**config.mk**
```make
export PLATFORM = sky130hd
export DESIGN_NAME = cordic_hyp_sequencer
export DESIGN_NICKNAME = d
export VERILOG_FILES = /design/src/rtl/cordic_hyp_sequencer.sv
export SDC_FILE = /design/constraint.sdc
export NUM_CORES = 1
export LEC_CHECK = 0
export CAP_MARGIN = 5
export CORE_ASPECT_RATIO = 1.4
export CORE_MARGIN = 2
export CORE_UTILIZATION = 47
export DETAILED_ROUTE_END_ITERATION = 8
export HOLD_SLACK_MARGIN = 0.1
export PLACE_DENSITY = 0.74
export SLEW_MARGIN = 20
export SYNTH_ARGS = -nofsm -noshare
export SYNTH_HDL_FRONTEND = slang
export SYNTH_SLANG_ARGS = --single-unit
```
**constraint.sdc**
```tcl
create_clock -name clk -period 2 [get_ports clk]
set_clock_uncertainty 0.2 [all_clocks]
set_input_delay 0.4 -clock clk [delete_from_list [all_inputs] [get_ports clk]]
set_output_delay 0.4 -clock clk [all_outputs]
set_load 0.1 [all_outputs]
```
**src/rtl/cordic_hyp_sequencer.sv**
```systemverilog
// Control FSM for the iterative hyperbolic CORDIC datapath.
// Issues the micro-rotation shift index, including the mandatory hyperbolic
// repeat steps (4, 13, 40, ...), and derives the rotation direction from the
// datapath sign feedback.
module cordic_hyp_sequencer #(
    parameter int FIXED_WIDTH = 16,
    parameter int ITERATIONS  = 9,
    localparam int SW         = $clog2(ITERATIONS)
) (
    input  logic          clk,
    input  logic          rst_n,
    input  logic          start,
    input  logic          mode,
    input  logic          abort,
    input  logic          z_neg,
    input  logic          y_neg,
    output logic          busy,
    output logic          load,
    output logic          step_en,
    output logic [SW-1:0] shift,
    output logic          dir_sub,
    output logic          done
);

    // FIXED_WIDTH only mirrors the datapath parameter list.
    if ((FIXED_WIDTH < 1) || (ITERATIONS < 2)) begin : g_bad_param
        $error("cordic_hyp_sequencer: FIXED_WIDTH must be >= 1 and ITERATIONS >= 2");
    end

    localparam int MAX_SHIFT = ITERATIONS - 1;
    localparam int RW        = SW + 2;

    typedef enum logic [1:0] {
        StIdle,
        StLoad,
        StIter,
        StDone
    } state_e;

    state_e          r_state;
    state_e          w_state_next;
    logic [SW-1:0]   r_shift;
    logic [SW-1:0]   w_shift_next;
    logic            r_mode;
    logic            w_mode_next;
    logic            r_rep_done;
    logic            w_rep_done_next;
    // Two extra bits so 3k+1 never wraps for any k <= MAX_SHIFT.
    logic [RW-1:0]   r_next_rep;
    logic [RW-1:0]   w_next_rep_next;

    logic            w_at_rep;
    logic            w_rep_pending;
    logic            w_last_step;
    logic [RW-1:0]   w_next_rep_x3p1;

    assign w_at_rep        = ({2'b00, r_shift} == r_next_rep);
    assign w_rep_pending   = w_at_rep && !r_rep_done;
    // Final step: top shift index with its repeat (if any) already issued.
    assign w_last_step     = (r_shift == SW'(MAX_SHIFT)) && !w_rep_pending;
    assign w_next_rep_x3p1 = r_next_rep + {r_next_rep[RW-2:0], 1'b0} + RW'(1);

    // State and sequencing registers, synchronous active-low reset.
    always_ff @(posedge clk) begin
        if (!rst_n) begin
            r_state    <= StIdle;
            r_shift    <= '0;
            r_mode     <= 1'b0;
            r_rep_done <= 1'b0;
            r_next_rep <= RW'(4);
        end else begin
            r_state    <= w_state_next;
            r_shift    <= w_shift_next;
            r_mode     <= w_mode_next;
            r_rep_done <= w_rep_done_next;
            r_next_rep <= w_next_rep_next;
        end
    end

    // Next-state and shift-advance logic.
    always_comb begin
        w_state_next    = r_state;
        w_shift_next    = r_shift;
        w_mode_next     = r_mode;
        w_rep_done_next = r_rep_done;
        w_next_rep_next = r_next_rep;
        unique case (r_state)
            StIdle: begin
                // abort beats start in IDLE.
                if (start && !abort) begin
                    w_state_next    = StLoad;
                    w_mode_next     = mode;
                    w_shift_next    = SW'(1);
                    w_rep_done_next = 1'b0;
                    w_next_rep_next = RW'(4);
                end
            end
            StLoad: begin
                if (abort) begin
                    w_state_next = StIdle;
                    w_shift_next = '0;
                end else begin
                    w_state_next = StIter;
                end
            end
            StIter: begin
                if (abort) begin
                    w_state_next = StIdle;
                    w_shift_next = '0;
                end else if (w_last_step) begin
                    // Hold the final index so shift never exceeds MAX_SHIFT.
                    w_state_next = StDone;
                end else if (w_rep_pending) begin
                    w_rep_done_next = 1'b1;
                end else if (w_at_rep) begin
                    w_shift_next    = r_shift + SW'(1);
                    w_rep_done_next = 1'b0;
                    w_next_rep_next = w_next_rep_x3p1;
                end else begin
                    w_shift_next = r_shift + SW'(1);
                end
            end
            StDone: begin
                w_state_next = StIdle;
                w_shift_next = '0;
            end
            default: begin
                w_state_next = StIdle;
                w_shift_next = '0;
            end
        endcase
    end

    assign busy    = (r_state != StIdle);
    assign load    = (r_state == StLoad);
    assign step_en = (r_state == StIter);
    assign done    = (r_state == StDone);
    assign shift   = r_shift;

    // In vectoring x is positive, so the direction only depends on the sign of y.
    assign dir_sub = r_mode ? ~y_neg : z_neg;

endmodule
```
==> flow_results.org <==
** Status
- The flow ran to the end, and the final reports show no timing, DRC or antenna violations.

** Logic synthesis
- Syn_nets :: 134
- The most used flip-flop cell after synthesis is sky130_fd_sc_hd__dfxtp_1.
- Part of the Yosys area used for sequential elements :: 0.2732
- EDFF count, synth :: 0
- Of the total synthesized cell area, the portion taken by AND, OR, NAND and NOR gates is 0.2720.
- Share of async-settable or async-resettable flops after synthesis :: 0
- The cell count after synthesis came out at 118.
- Post-synthesis cell area :: 1026 um2
- Main combinational cell family by area after synthesis :: simple AND/OR/NAND/NOR gates
- Of the total synthesized cell area, the portion taken by XOR and XNOR cells is 0.05976.
- Top cells by area in the synthesized netlist :: sky130_fd_sc_hd__dfxtp_1 27%, sky130_fd_sc_hd__ha_1 9.8%, sky130_fd_sc_hd__nand2_1 4.8%, sky130_fd_sc_hd__xnor2_1 4.3%, sky130_fd_sc_hd__inv_1 4.0%
- Flip-flop and latch count after synthesis :: 14
- Yosys top cell area share :: 0.2732
- Mux contribution to synthesized area :: 0.03902
- Synthesized-area fraction occupied by adder cells :: 0.1171
- A synthesized cell averages 8.695 um2.
- The largest total area in the synthesized netlist belongs to sky130_fd_sc_hd__dfxtp_1.
- The Yosys step of the flow raised 0 warnings.
- Post-synthesis compound-gate area fraction :: 0.1902
- After synthesis, the netlist uses 47 different library cells.

** STA
- Period Utilization, post-route :: 0.9839
- Actual slew at the worst max-slew pin :: 0.3294 ns
- Number of max-slew violations in the final report :: 0
- In the final timing run, aggregate negative setup slack is 0 ns.
- Setup violations remaining at the end of the flow were counted as 0.
- Setup repair after global routing could not meet its margin everywhere.
- Final hold violation count :: 0
- Min Clock Period, post-route :: 1.968 ns
- Fmax :: 508.2 MHz
- Worst slew margin relative to its limit :: 0.7781

** Final layout
- The repair_antennas step left the layout with diodes totalling 0.
- Leaving out fill and tap cells, the most frequent cell in the layout is sky130_fd_sc_hd__buf_4.
- Summing all flip-flop and latch instances after layout gives 297.8 um2.
- # fillers :: 161
- Fraction of layout cells with a size suffix above 1 :: 0.3841
- Area occupied by multi-input gates :: 784.5 um2
- Commonest cells after routing, fill and taps aside :: 16 x sky130_fd_sc_hd__buf_4, 13 x sky130_fd_sc_hd__nand2_1, 9 x sky130_fd_sc_hd__inv_1, 9 x sky130_fd_sc_hd__nor2_1, 9 x sky130_fd_sc_hd__buf_12
- The area growth from synthesis to layout is 50.00%.
- End-of-flow core utilization :: 0.7235
- The final layout contains 168 nets.

** Floorplan
- The die covers 2578 um2.
- Die Wd :: 43.49 um
- Initial Util :: 0.4824
- In this run the vertical extent of the chip is 59.28 um.
- The floorplan has 20 rows.
- For this design the top-level I/O count stands at 16.
- The floorplan step defined a core boundary enclosing 2127 um2.

** Critical path
- Required time at the worst-slack endpoint :: 1.95 ns
- Critical path fanouts, max :: 6
- For the worst setup path, the data arrival time is 1.92 ns.
- The worst setup path is of the reg -> reg kind.
- Top delay family on crit path :: simple AND/OR/NAND/NOR gates
- Setup slack on the worst reg-to-reg path comes out at 0.03 ns.
- Worst Setup Start Kind :: flop
- The slowest stage of the critical path belongs to the cell sky130_fd_sc_hd__dfxtp_4.
- Category of the worst setup path capture point :: flop
- Chain of cells forming the critical path :: inv_2 -> ha_2 -> and3b_2 -> o2bb2ai_2 -> nor3_2 -> buf_4 -> o31a_4 -> o32ai_1
- Stage delay of the slowest cell on the critical path :: 0.43 ns
- Number of buffer and inverter instances along the worst setup path :: 2

** Global routing
- The total overflow left after global routing is 0.
- Pin count of the biggest net entering global routing :: 10
- Number of global-route vias before repair :: about 970
- The initial antenna violation count was 0.
- Wire length of the first global-routing pass :: about 4000 um
- Total track usage :: 0.2091

** Min path
- Type of the worst min-delay path :: reg -> reg

** CTS
- The clock net in this run drives a total of 14 sinks.
- H-tree depth :: 1
- The cell sitting at the root of the clock tree is a sky130_fd_sc_hd__clkbuf_4.
- CTS Buf Count :: 3
- The clock passes through at most 2 buffers.
- Clock latency on the worst-skew pair, taken at its later pin, is 0.28 ns.
- CTS tree :: done
- Clock slew at the register clock pins of the worst setup and hold paths :: 0.09 ns

** Placement
- Routability-driven placement finished with a final weighted congestion of roughly 0.84.
- Post-detail-place hpwl :: approximately 1900 um
- Buffers placed on the I/O ports in this run total 15.

** Route
- After detailed routing, the average wire length per cell comes to 14.10 um.
- After the first detailed-routing iteration, the DRC count stood at 6.
- After detailed routing, the total wire length is 2440 um.
- The first TritonRoute pass finished after 4 iterations.
- Detailed-route vias per instance :: approximately 5.7
- Summing over every cut layer, the via total after detailed routing is 990.
- In this run the remaining antenna-violating nets after routing total 0.
- DRC violations left :: 0

** Power
- P_leak :: approximately 0.00063 uW
- Pwr per Cell Area :: around 410 nW/um2
- IR drop worst, VDD :: 274.7 uV
- Total power draw :: ~640 uW

** Run
- Max-capacitance violation count :: 0
-- cells in the mapped netlist, types with 2 or more instances --
cell type and number:
sky130_fd_sc_hd__a21oi_1 3, sky130_fd_sc_hd__a31oi_1 2, sky130_fd_sc_hd__and2_1 2, sky130_fd_sc_hd__dfxtp_1 14, sky130_fd_sc_hd__ha_1 8, sky130_fd_sc_hd__inv_1 11, sky130_fd_sc_hd__mux2i_1 4, sky130_fd_sc_hd__nand2_1 13
sky130_fd_sc_hd__nand2b_1 3, sky130_fd_sc_hd__nand4_1 2, sky130_fd_sc_hd__nor2_1 10, sky130_fd_sc_hd__nor2b_1 2, sky130_fd_sc_hd__nor3_1 2, sky130_fd_sc_hd__o21ai_0 2, sky130_fd_sc_hd__o32ai_1 3, sky130_fd_sc_hd__xnor2_1 5
sky130_fd_sc_hd__xor2_1 2
-- routing by layer --
| metal | wire length [um] | track usage |
|---|---|---|
| met2 | 1343 | 0.3859 |
| met4 | 72 | 0.1429 |
| met1 | 984 | 0.2079 |
| met5 | 0 | 0 |
| met3 | 40 | 0.03354 |
-- repair_timing --
action / in CTS / in global routing
gates resized for setup: 1 / 12
hold buffers: 0 / 0
endpoints found under the setup margin: 9 / 11
setup buffers: 3 / 3
pin swaps: 4 / 2
-- sequential cells by signal, summed over array words and instances (netlist names) --
| name | count |
|---|---|
| shift | 4 |
| r_mode | 1 |
| r_rep_done | 1 |
| r_next_rep | 6 |
| r_state | 2 |
-- worst reg2reg max path: stages, from the launching register on --
cell and delay [ns]:
sky130_fd_sc_hd__dfxtp_4 0.43, sky130_fd_sc_hd__inv_2 0.05, sky130_fd_sc_hd__ha_2 0.15, sky130_fd_sc_hd__and3b_2 0.22, sky130_fd_sc_hd__o2bb2ai_2 0.13, sky130_fd_sc_hd__nor3_2 0.25, sky130_fd_sc_hd__buf_4 0.15, sky130_fd_sc_hd__o31a_4 0.17
sky130_fd_sc_hd__o32ai_1 0.08
-- final timing paths --
path	startpoint	end	cells past startpoint
worst max-delay path	shift[1]$_SDFFE_PN0P_	r_next_rep[5]$_SDFFE_PN0P_	8
worst min-delay path	r_rep_done$_SDFFE_PN0P_	r_rep_done$_SDFFE_PN0P_	2
worst max register to register	shift[1]$_SDFFE_PN0P_	r_next_rep[5]$_SDFFE_PN0P_	8
worst min register to register	r_rep_done$_SDFFE_PN0P_	r_rep_done$_SDFFE_PN0P_	2
-- report_power, final --
| part | internal, uW | total [uW] | leakage, uW | switching [uW] |
|---|---|---|---|---|
| clock | 72.3 | 163 | 0.0000154 | 90.5 |
| combinational | 80.4 | 183 | 0.000496 | 102 |
| sequential | 281 | 292 | 0.000117 | 11.5 |
-- through the flow --
| stage | hold WS [ns] | cells | cell area, um2 | worst slack [ns] |
|---|---|---|---|---|
| final | 0.3127 | 173 | 1539 | 0.03221 |
| after global routing | 0.3377 | 173 | 1539 | -0.04299 |
| after CTS | 0.3053 | 170 | 1475 | 0.001673 |
| after detailed placement | 0.2927 | 163 | 1428 | -0.4120 |
| after global placement | 0.2746 | 163 | 1428 | -0.3548 |
| after floorplan | 0.2615 | 118 | 1094 | -0.06935 |
-- cells by family (layout without fill, tap and decap cells) --
logic type	Yosys count	count (layout)
AOI/OAI and AO/OA	24	24
xor gates and xnor gates	7	7
adders and majority gates	9	9
buffers and inverters	13	46
DFF	14	14
muxes	4	4
and+or+nand+nor	47	47
-- area by class of cell --
class / count / share of cell area
Multi-Input combinational cell: 91 / 0.5098
Timing Repair Buffer: 31 / 0.2350
Sequential cell: 14 / 0.1935
Inverter: 11 / 0.02683
Tap cell: 22 / 0.01789
Clock buffer: 3 / 0.01463
Clock inverter: 1 / 0.002439
(Power assumes the default switching activity.)
